--- src/rtl/datapath_ctrl.sv ---
// Multi-cycle sequencer for the datapath: accepts one decoded instruction on a
// start/wait handshake and drives the register-file, A/B/C, shifter and ALU controls.
module datapath_ctrl (
  input  logic        clk,
  input  logic        reset,
  input  logic        s,
  input  logic [2:0]  opcode,
  input  logic [1:0]  op,
  input  logic [2:0]  rn,
  input  logic [2:0]  rd,
  input  logic [2:0]  rm,
  input  logic [1:0]  sh,
  input  logic [15:0] imm16,
  output logic        w,
  output logic        done,
  output logic [2:0]  readnum,
  output logic [2:0]  writenum,
  output logic        write,
  output logic        vsel,
  output logic        loada,
  output logic        loadb,
  output logic        asel,
  output logic        bsel,
  output logic        loadc,
  output logic        loads,
  output logic [1:0]  shift,
  output logic [1:0]  ALUop,
  output logic [15:0] datapath_in
);

  localparam logic [2:0] OPC_MOV = 3'b110;
  localparam logic [2:0] OPC_ALU = 3'b101;

  typedef enum logic [2:0] {
    ST_WAIT   = 3'd0,
    ST_WR_IMM = 3'd1,
    ST_GET_A  = 3'd2,
    ST_GET_B  = 3'd3,
    ST_EXEC   = 3'd4,
    ST_WR_REG = 3'd5
  } state_t;

  state_t      state_q, state_d;
  logic [2:0]  opcode_q, opcode_d;
  logic [1:0]  op_q, op_d;
  logic [2:0]  rn_q, rn_d;
  logic [2:0]  rd_q, rd_d;
  logic [2:0]  rm_q, rm_d;
  logic [1:0]  sh_q, sh_d;
  logic [15:0] imm_q, imm_d;

  logic in_supported;
  logic accept;
  logic in_mov_imm;
  logic in_skip_a;

  logic is_mov_reg;
  logic is_cmp;
  logic is_mvn;

  logic write_raw;
  logic loada_raw;
  logic loadb_raw;
  logic loadc_raw;
  logic loads_raw;

  // Decode of the live inputs, used only while sitting in WAIT.
  always_comb begin
    in_supported = ((opcode == OPC_MOV) && ((op == 2'b10) || (op == 2'b00))) ||
                   (opcode == OPC_ALU);
    accept       = (state_q == ST_WAIT) && s && in_supported;
    in_mov_imm   = (opcode == OPC_MOV) && (op == 2'b10);
    in_skip_a    = (opcode == OPC_MOV) || (op == 2'b11);
  end

  // Decode of the latched fields, used in every active state.
  always_comb begin
    is_mov_reg = (opcode_q == OPC_MOV) && (op_q == 2'b00);
    is_cmp     = (opcode_q == OPC_ALU) && (op_q == 2'b01);
    is_mvn     = (opcode_q == OPC_ALU) && (op_q == 2'b11);
  end

  always_comb begin
    opcode_d = opcode_q;
    op_d     = op_q;
    rn_d     = rn_q;
    rd_d     = rd_q;
    rm_d     = rm_q;
    sh_d     = sh_q;
    imm_d    = imm_q;
    if (accept) begin
      opcode_d = opcode;
      op_d     = op;
      rn_d     = rn;
      rd_d     = rd;
      rm_d     = rm;
      sh_d     = sh;
      imm_d    = imm16;
    end
  end

  always_ff @(posedge clk) begin
    if (reset) begin
      state_q  <= ST_WAIT;
      opcode_q <= '0;
      op_q     <= '0;
      rn_q     <= '0;
      rd_q     <= '0;
      rm_q     <= '0;
      sh_q     <= '0;
      imm_q    <= '0;
    end else begin
      state_q  <= state_d;
      opcode_q <= opcode_d;
      op_q     <= op_d;
      rn_q     <= rn_d;
      rd_q     <= rd_d;
      rm_q     <= rm_d;
      sh_q     <= sh_d;
      imm_q    <= imm_d;
    end
  end

  always_comb begin
    state_d = state_q;
    unique case (state_q)
      ST_WAIT: begin
        if (accept) begin
          if (in_mov_imm)     state_d = ST_WR_IMM;
          else if (in_skip_a) state_d = ST_GET_B;
          else                state_d = ST_GET_A;
        end
      end
      ST_WR_IMM: state_d = ST_WAIT;
      ST_GET_A:  state_d = ST_GET_B;
      ST_GET_B:  state_d = ST_EXEC;
      ST_EXEC:   state_d = is_cmp ? ST_WAIT : ST_WR_REG;
      ST_WR_REG: state_d = ST_WAIT;
      default:   state_d = ST_WAIT;
    endcase
  end

  always_comb begin
    w         = 1'b0;
    done      = 1'b0;
    readnum   = 3'd0;
    writenum  = 3'd0;
    write_raw = 1'b0;
    vsel      = 1'b0;
    loada_raw = 1'b0;
    loadb_raw = 1'b0;
    asel      = 1'b0;
    bsel      = 1'b0;
    loadc_raw = 1'b0;
    loads_raw = 1'b0;
    shift     = 2'b00;
    ALUop     = 2'b00;
    unique case (state_q)
      ST_WAIT: w = 1'b1;
      ST_WR_IMM: begin
        writenum  = rn_q;
        vsel      = 1'b1;
        write_raw = 1'b1;
        done      = 1'b1;
      end
      ST_GET_A: begin
        readnum   = rn_q;
        loada_raw = 1'b1;
      end
      ST_GET_B: begin
        readnum   = rm_q;
        loadb_raw = 1'b1;
      end
      ST_EXEC: begin
        shift = sh_q;
        if (is_mov_reg || is_mvn) begin
          // Zeroing A turns the ALU into a pass-through / invert of shifted B.
          asel      = 1'b1;
          ALUop     = is_mvn ? 2'b11 : 2'b00;
          loadc_raw = 1'b1;
        end else if (is_cmp) begin
          ALUop     = 2'b01;
          loads_raw = 1'b1;
          done      = 1'b1;
        end else begin
          ALUop     = op_q;
          loadc_raw = 1'b1;
        end
      end
      ST_WR_REG: begin
        writenum  = rd_q;
        write_raw = 1'b1;
        done      = 1'b1;
      end
      default: ;
    endcase
  end

  // Strobes are masked by reset so an abandoned instruction never commits.
  always_comb begin
    write       = write_raw & ~reset;
    loada       = loada_raw & ~reset;
    loadb       = loadb_raw & ~reset;
    loadc       = loadc_raw & ~reset;
    loads       = loads_raw & ~reset;
    datapath_in = imm_q;
  end

endmodule

--- config.mk ---
export PLATFORM = sky130hd
export DESIGN_NAME = datapath_ctrl
export DESIGN_NICKNAME = d
export VERILOG_FILES = /design/src/rtl/datapath_ctrl.sv
export SDC_FILE = /design/constraint.sdc
export NUM_CORES = 1
export LEC_CHECK = 0
export CORE_MARGIN = 4
export CORE_UTILIZATION = 44
export CTS_BUF_LIST = sky130_fd_sc_hd__clkbuf_8 sky130_fd_sc_hd__clkbuf_16
export CTS_CLUSTER_SIZE = 12
export DETAILED_ROUTE_END_ITERATION = 8
export HOLD_SLACK_MARGIN = 0.05
export PLACE_DENSITY = 0.87
export SLEW_MARGIN = 20
export SYNTH_ARGS = -nofsm -noshare
export SYNTH_HDL_FRONTEND = slang
export SYNTH_SLANG_ARGS = --single-unit
export TNS_END_PERCENT = 10
--- constraint.sdc ---
create_clock -name clk -period 1.7 [get_ports clk]
set_input_delay 0.34 -clock clk [delete_from_list [all_inputs] [get_ports clk]]
set_output_delay 0.34 -clock clk [all_outputs]
set_load 0.03 [all_outputs]
After elaboration in Yosys (flattened, before gate mapping). Cells that the tools add are included.

Register bits after elaboration: 35. Output and inout bits: 36. Input port bits: 35. Logic and storage cells: 69.

Muxes and demuxes: 26. Bitwise logic cells: 6. Equal/unequal tests: 14. Reductions and logical operators: 15.

Operators with widths (number): equality test 3 bit, second input constant (6); 2-to-1 mux 1 bit (14); 2-to-1 mux 2 bit (6); one-hot mux 3 bit (2 select lines) (2); one-hot mux 3 bit (4 select lines) (1); logical AND 1 bit (7); equality test 2 bit, second input constant (3); equality test 3 x 2 -> 1 bit, second input constant (2); 2-to-1 mux 3 bit (2); bitwise AND 1 bit (5); logical NOT 2 bit (2); logical OR 1 bit (4); equality test 3 x 1 -> 1 bit, second input constant (1); logical NOT 3 bit (1); equality test 2 x 1 -> 1 bit, second input constant (1); != test 2 bit, second input constant (1); one-hot mux 1 bit (2 select lines) (1); OR reduction 2 bit (1); NOT 1 bit (1).

Depth between registers and ports, before layout.
Depth in word-level cells: 7. Gate-level depth with buffers: 6. Depth with buffers taken out: 3.

Worst setup path before layout. No wires, ideal clock.

Path type: register to output. Start point: reg opcode_q[1]. End point: out done. Required time: 1360 ps. Setup slack: -115 ps. Arrival: 1475 ps. Buffers on the path: 0. Cell stages (with the launch flop): 4. Cells stage by stage: dfxtp_1 -> nand3b_1 -> or3_1 -> o21ai_0.

Cells in the longest elaborated chain, start to end: 5. Elaborated cells on any way between the ends: 9. Those cells by class: eq/ne: 2; mux: 3; reduce/logical: 4.

Ends and longest elaborated chain: start: declaration (RTL line 44) `logic [2:0] opcode_q, opcode_d;`; start signal: assignment (RTL line 114) `opcode_q <= opcode_d;`; equality test 3 bit (on tied branches) (RTL line 79, 80, 78); logical AND 1 bit (on tied branches) (RTL line 79, 78, 80); 2-to-1 mux 1 bit / logical OR 1 bit (equally long branches) (RTL line 181, 176); 2-to-1 mux 1 bit (*) (RTL line 176) `if (is_mov_reg || is_mvn) begin`; one-hot mux 1 bit (2 select lines) (*) (RTL line 158) `unique case (state_q)`; end: declaration (RTL line 15) `output logic done,`.

Mark *: on every way between the ends. The rest lies on a longest branch, timed or not.

Final worst setup path.
Start point: reg op_q[0]. End point: out asel.

Cells in the longest elaborated chain, start to end: 5. Elaborated cells on any way between the ends: 7. Those cells by class: eq/ne: 1; mux: 2; reduce/logical: 4.

Ends and longest elaborated chain: start: declaration (RTL line 45) `logic [1:0] op_q, op_d;`; start signal: assignment (RTL line 115) `op_q <= op_d;`; equality test 2 bit / logical NOT 2 bit (equally long branches) (RTL line 80, 78); logical AND 1 bit (on tied branches) (RTL line 80, 78); logical OR 1 bit (*) (RTL line 176); 2-to-1 mux 1 bit (*) (RTL line 176); 2-to-1 mux 1 bit (*) (RTL line 158); end: declaration (RTL line 22) `output logic asel,`.

Marks and branches as above.

==> key figures <==
Outcome
  • Status: complete, but fails checks
  • Failing checks: setup timing

Clock tree
  • CTS Buf Count: 5
  • Root Driver: clkbuf_8
  • Clock Pin Slew Worst Setup and Hold Paths: 70 ps
  • CTS tree: built
  • Clk sinks: 35
  • Longest Clk Path Bufs: 2
  • Insertion delay to the later sink of the worst-skew pair: 280 ps
  • H-tree levels: 2
  • Hold-fix buffers at CTS: 0

Floorplan
  • IO Pins: 71
  • Initial Util: 0.4620
  • DIE WIDTH: 73.51 um
  • Die area: 5403 um2
  • # rows: 23
  • Core Footprint: 4086 um2
  • Die Y: 73.51 um

Synth
  • Synth Instances: 197
  • Warnings, synthesis: 0
  • Register bit total from synthesis: 35
  • Most used DFF post-synth: dfxtp_1
  • FFs w/ async S/R, synth: 0
  • Synth Area per Inst: 9.584 um2
  • Post-synthesis sequential area ratio: 0.3711
  • Top cell type's share of synthesized area: 0.3711
  • Top-count cell post-synth: nand2b_1
  • Top post-synthesis cells by area: dfxtp_1 37%, nand2b_1 21%, mux2i_1 19%
  • Syn nets: 232
  • Mapped cell area: 1888 um2
  • Area leader, netlist: dfxtp_1
  • Count of different cell masters after synthesis: 35
  • Commonest cells post-synth: 62 x nand2b_1, 36 x mux2i_1, 35 x dfxtp_1
  • EDFF count, synth: 0

Placed design
  • Placed cells: 317
  • GPL Wtd Cong: 0.8118
  • DPL Wire Length: 3336 um
  • Post-Place Setup Slack: -181.4 ps
  • Dpl cell area: 2586 um2
  • IO buf count: 69

STA
  • Min Hold Slack: 475.6 ps
  • TNS Setup: -325.3 ps
  • Final Hold Vio Count: 0
  • Clock Skew: 3.907 ps
  • FMAX: 0.5415 GHz
  • Setup Viol. Count Final: 3
  • Final Critical Period: 1847 ps
  • Count of pins over their slew limit: 0
  • Tcrit/Tclk final: 1.086
  • Final worst slack: -146.6 ps
  • RSZ-0062 raised after global routing: true

Finish
  • Diode count: 0
  • Layout fillers: 352
  • Layout Cells excl Fill: 325
  • Final cell utilization of the core: 0.6675
  • Layout cell share with drive strength beyond 1: 0.2145
  • Finished Cell Area: 2728 um2
  • Final #Nets: 310
  • Area added between synthesis and finish: 44.47%

Min path
  • Hold depth: 2
  • Hold Path Class: flop to flop
  • HP Start: datapath_in[8]
  • Hold endpoint: datapath_in[8]

Power
  • Pwr/cell area: 653.8 nW/um2
  • Worst IR Drop VDD: 0.5066 mV
  • Overall power: 1.783 mW
  • Leak: 1.036 nW

Setup path
  • R2R depth: 5
  • Nature of the critical path endpoint: output port
  • Worst Path Max Fanout: 4
  • R2R Path Start: state_q[0]
  • Crit Path Category: flop to output port
  • CP required: 1360 ps
  • R2r endpoint: datapath_in[5]
  • CP Launch Type: flop
  • R2R setup slack: 220 ps
  • Arrival time of the worst setup path: 1510 ps

Global routing
  • Largest net degree at the start of global routing: 40
  • First-pass GRT wire length: 7155 um
  • Grt ovf: 0
  • Vias in the first global route: 1559
  • Initial antenna violation count: 0
  • Gr usage total: 0.1699

Detailed routing
  • Via Count: 1589
  • Total Wirelength: 4492 um
  • WL/cell: 13.82 um
  • Routed Antenna Nets: 0
  • Drt drc: 0
  • TritonRoute pass-1 iters: 4
  • Via density: 4.889
  • Iter 0 DRT Violations: 93

Flow run
  • Max cap viols: 0
critical path, stage by stage, from the launching register on:
cell     delay [ps]
dfxtp_2         330
or4b_1          490
o21ai_1          80
and3_1          190
buf_6           140
routing by layer:
layer	vias up	global-route usage	wire, um
li1	804	-	-
met1	740	0.2045	1885
met2	41	0.2864	2301
met3	4	0.04788	264
met4	0	0.06237	41
met5	-	0	0
power breakdown:
group	switching (mW)	internal (mW)	leakage, nW
clock	0.287	0.318	0.0470
combinational	0.134	0.179	0.703
sequential	0.0184	0.847	0.286
total	0.440	1.34	1.04
timing repair:
action                     CTS  global route
pin swaps                    1             0
resized for setup           11             7
setup endpoints to repair   14             9
buffers inserted             1             0
hold endpoints to repair     0             0
final cells by class:
cell class / count / area, um2 / area share
multi-input cells: 144 / 1079 / 0.3954
repair buffers: 85 / 777.0 / 0.2849
flip-flops and latches: 35 / 706.9 / 0.2592
clock buffers: 6 / 82.58 / 0.03028
well taps: 50 / 62.56 / 0.02294
inverters: 4 / 15.01 / 0.005505
clock inverters: 1 / 5.005 / 0.001835
logic make-up after synthesis:
| family | count (synthesis) | synth area share |
|---|---|---|
| AND/OR/NAND/NOR | 94 | 0.3075 |
| multiplexers | 37 | 0.1988 |
| flip-flops | 35 | 0.3711 |
| buffers and inverters | 18 | 0.07223 |
| AO/OA/AOI/OAI | 12 | 0.04838 |
| other | 1 | 0.001986 |
how the worst max path moves through the flow:
| stage | start | to | slack (ps) | cells past startpoint |
|---|---|---|---|---|
| floorplan | opcode_q[1] | loads | -90 | 3 |
| CTS | op_q[1] | asel | -160 | 4 |
| global placement | reset | loadc | -130 | 5 |
| finish | op_q[0] | asel | -150 | 4 |
| global route | opcode_q[1] | loads | -210 | 4 |
| detailed placement | opcode[1] | rm_q[2] | -180 | 5 |
cells in the final DEF (no fill, tap or decap), types with 2 or more instances in the layout:
cell type	instances
buf_6	4
nand3b_1	2
clkdlybuf4s50_1	49
nand2b_1	60
dfxtp_1	30
and3_1	4
nor2b_1	2
inv_1	4
nand2b_2	2
nor3b_2	2
clkbuf_8	6
a21oi_1	2
dfxtp_2	5
and2_1	2
mux2i_1	36
buf_4	31
nor2_1	11
registers in the layout, indices dropped and copies added, names as in the netlist:
name	flops
state_q	3
opcode_q	3
datapath_in	16
op_q	2
rm_q	3
sh_q	2
rn_q	3
rd_q	3
Power figures use the tool's default switching activity.
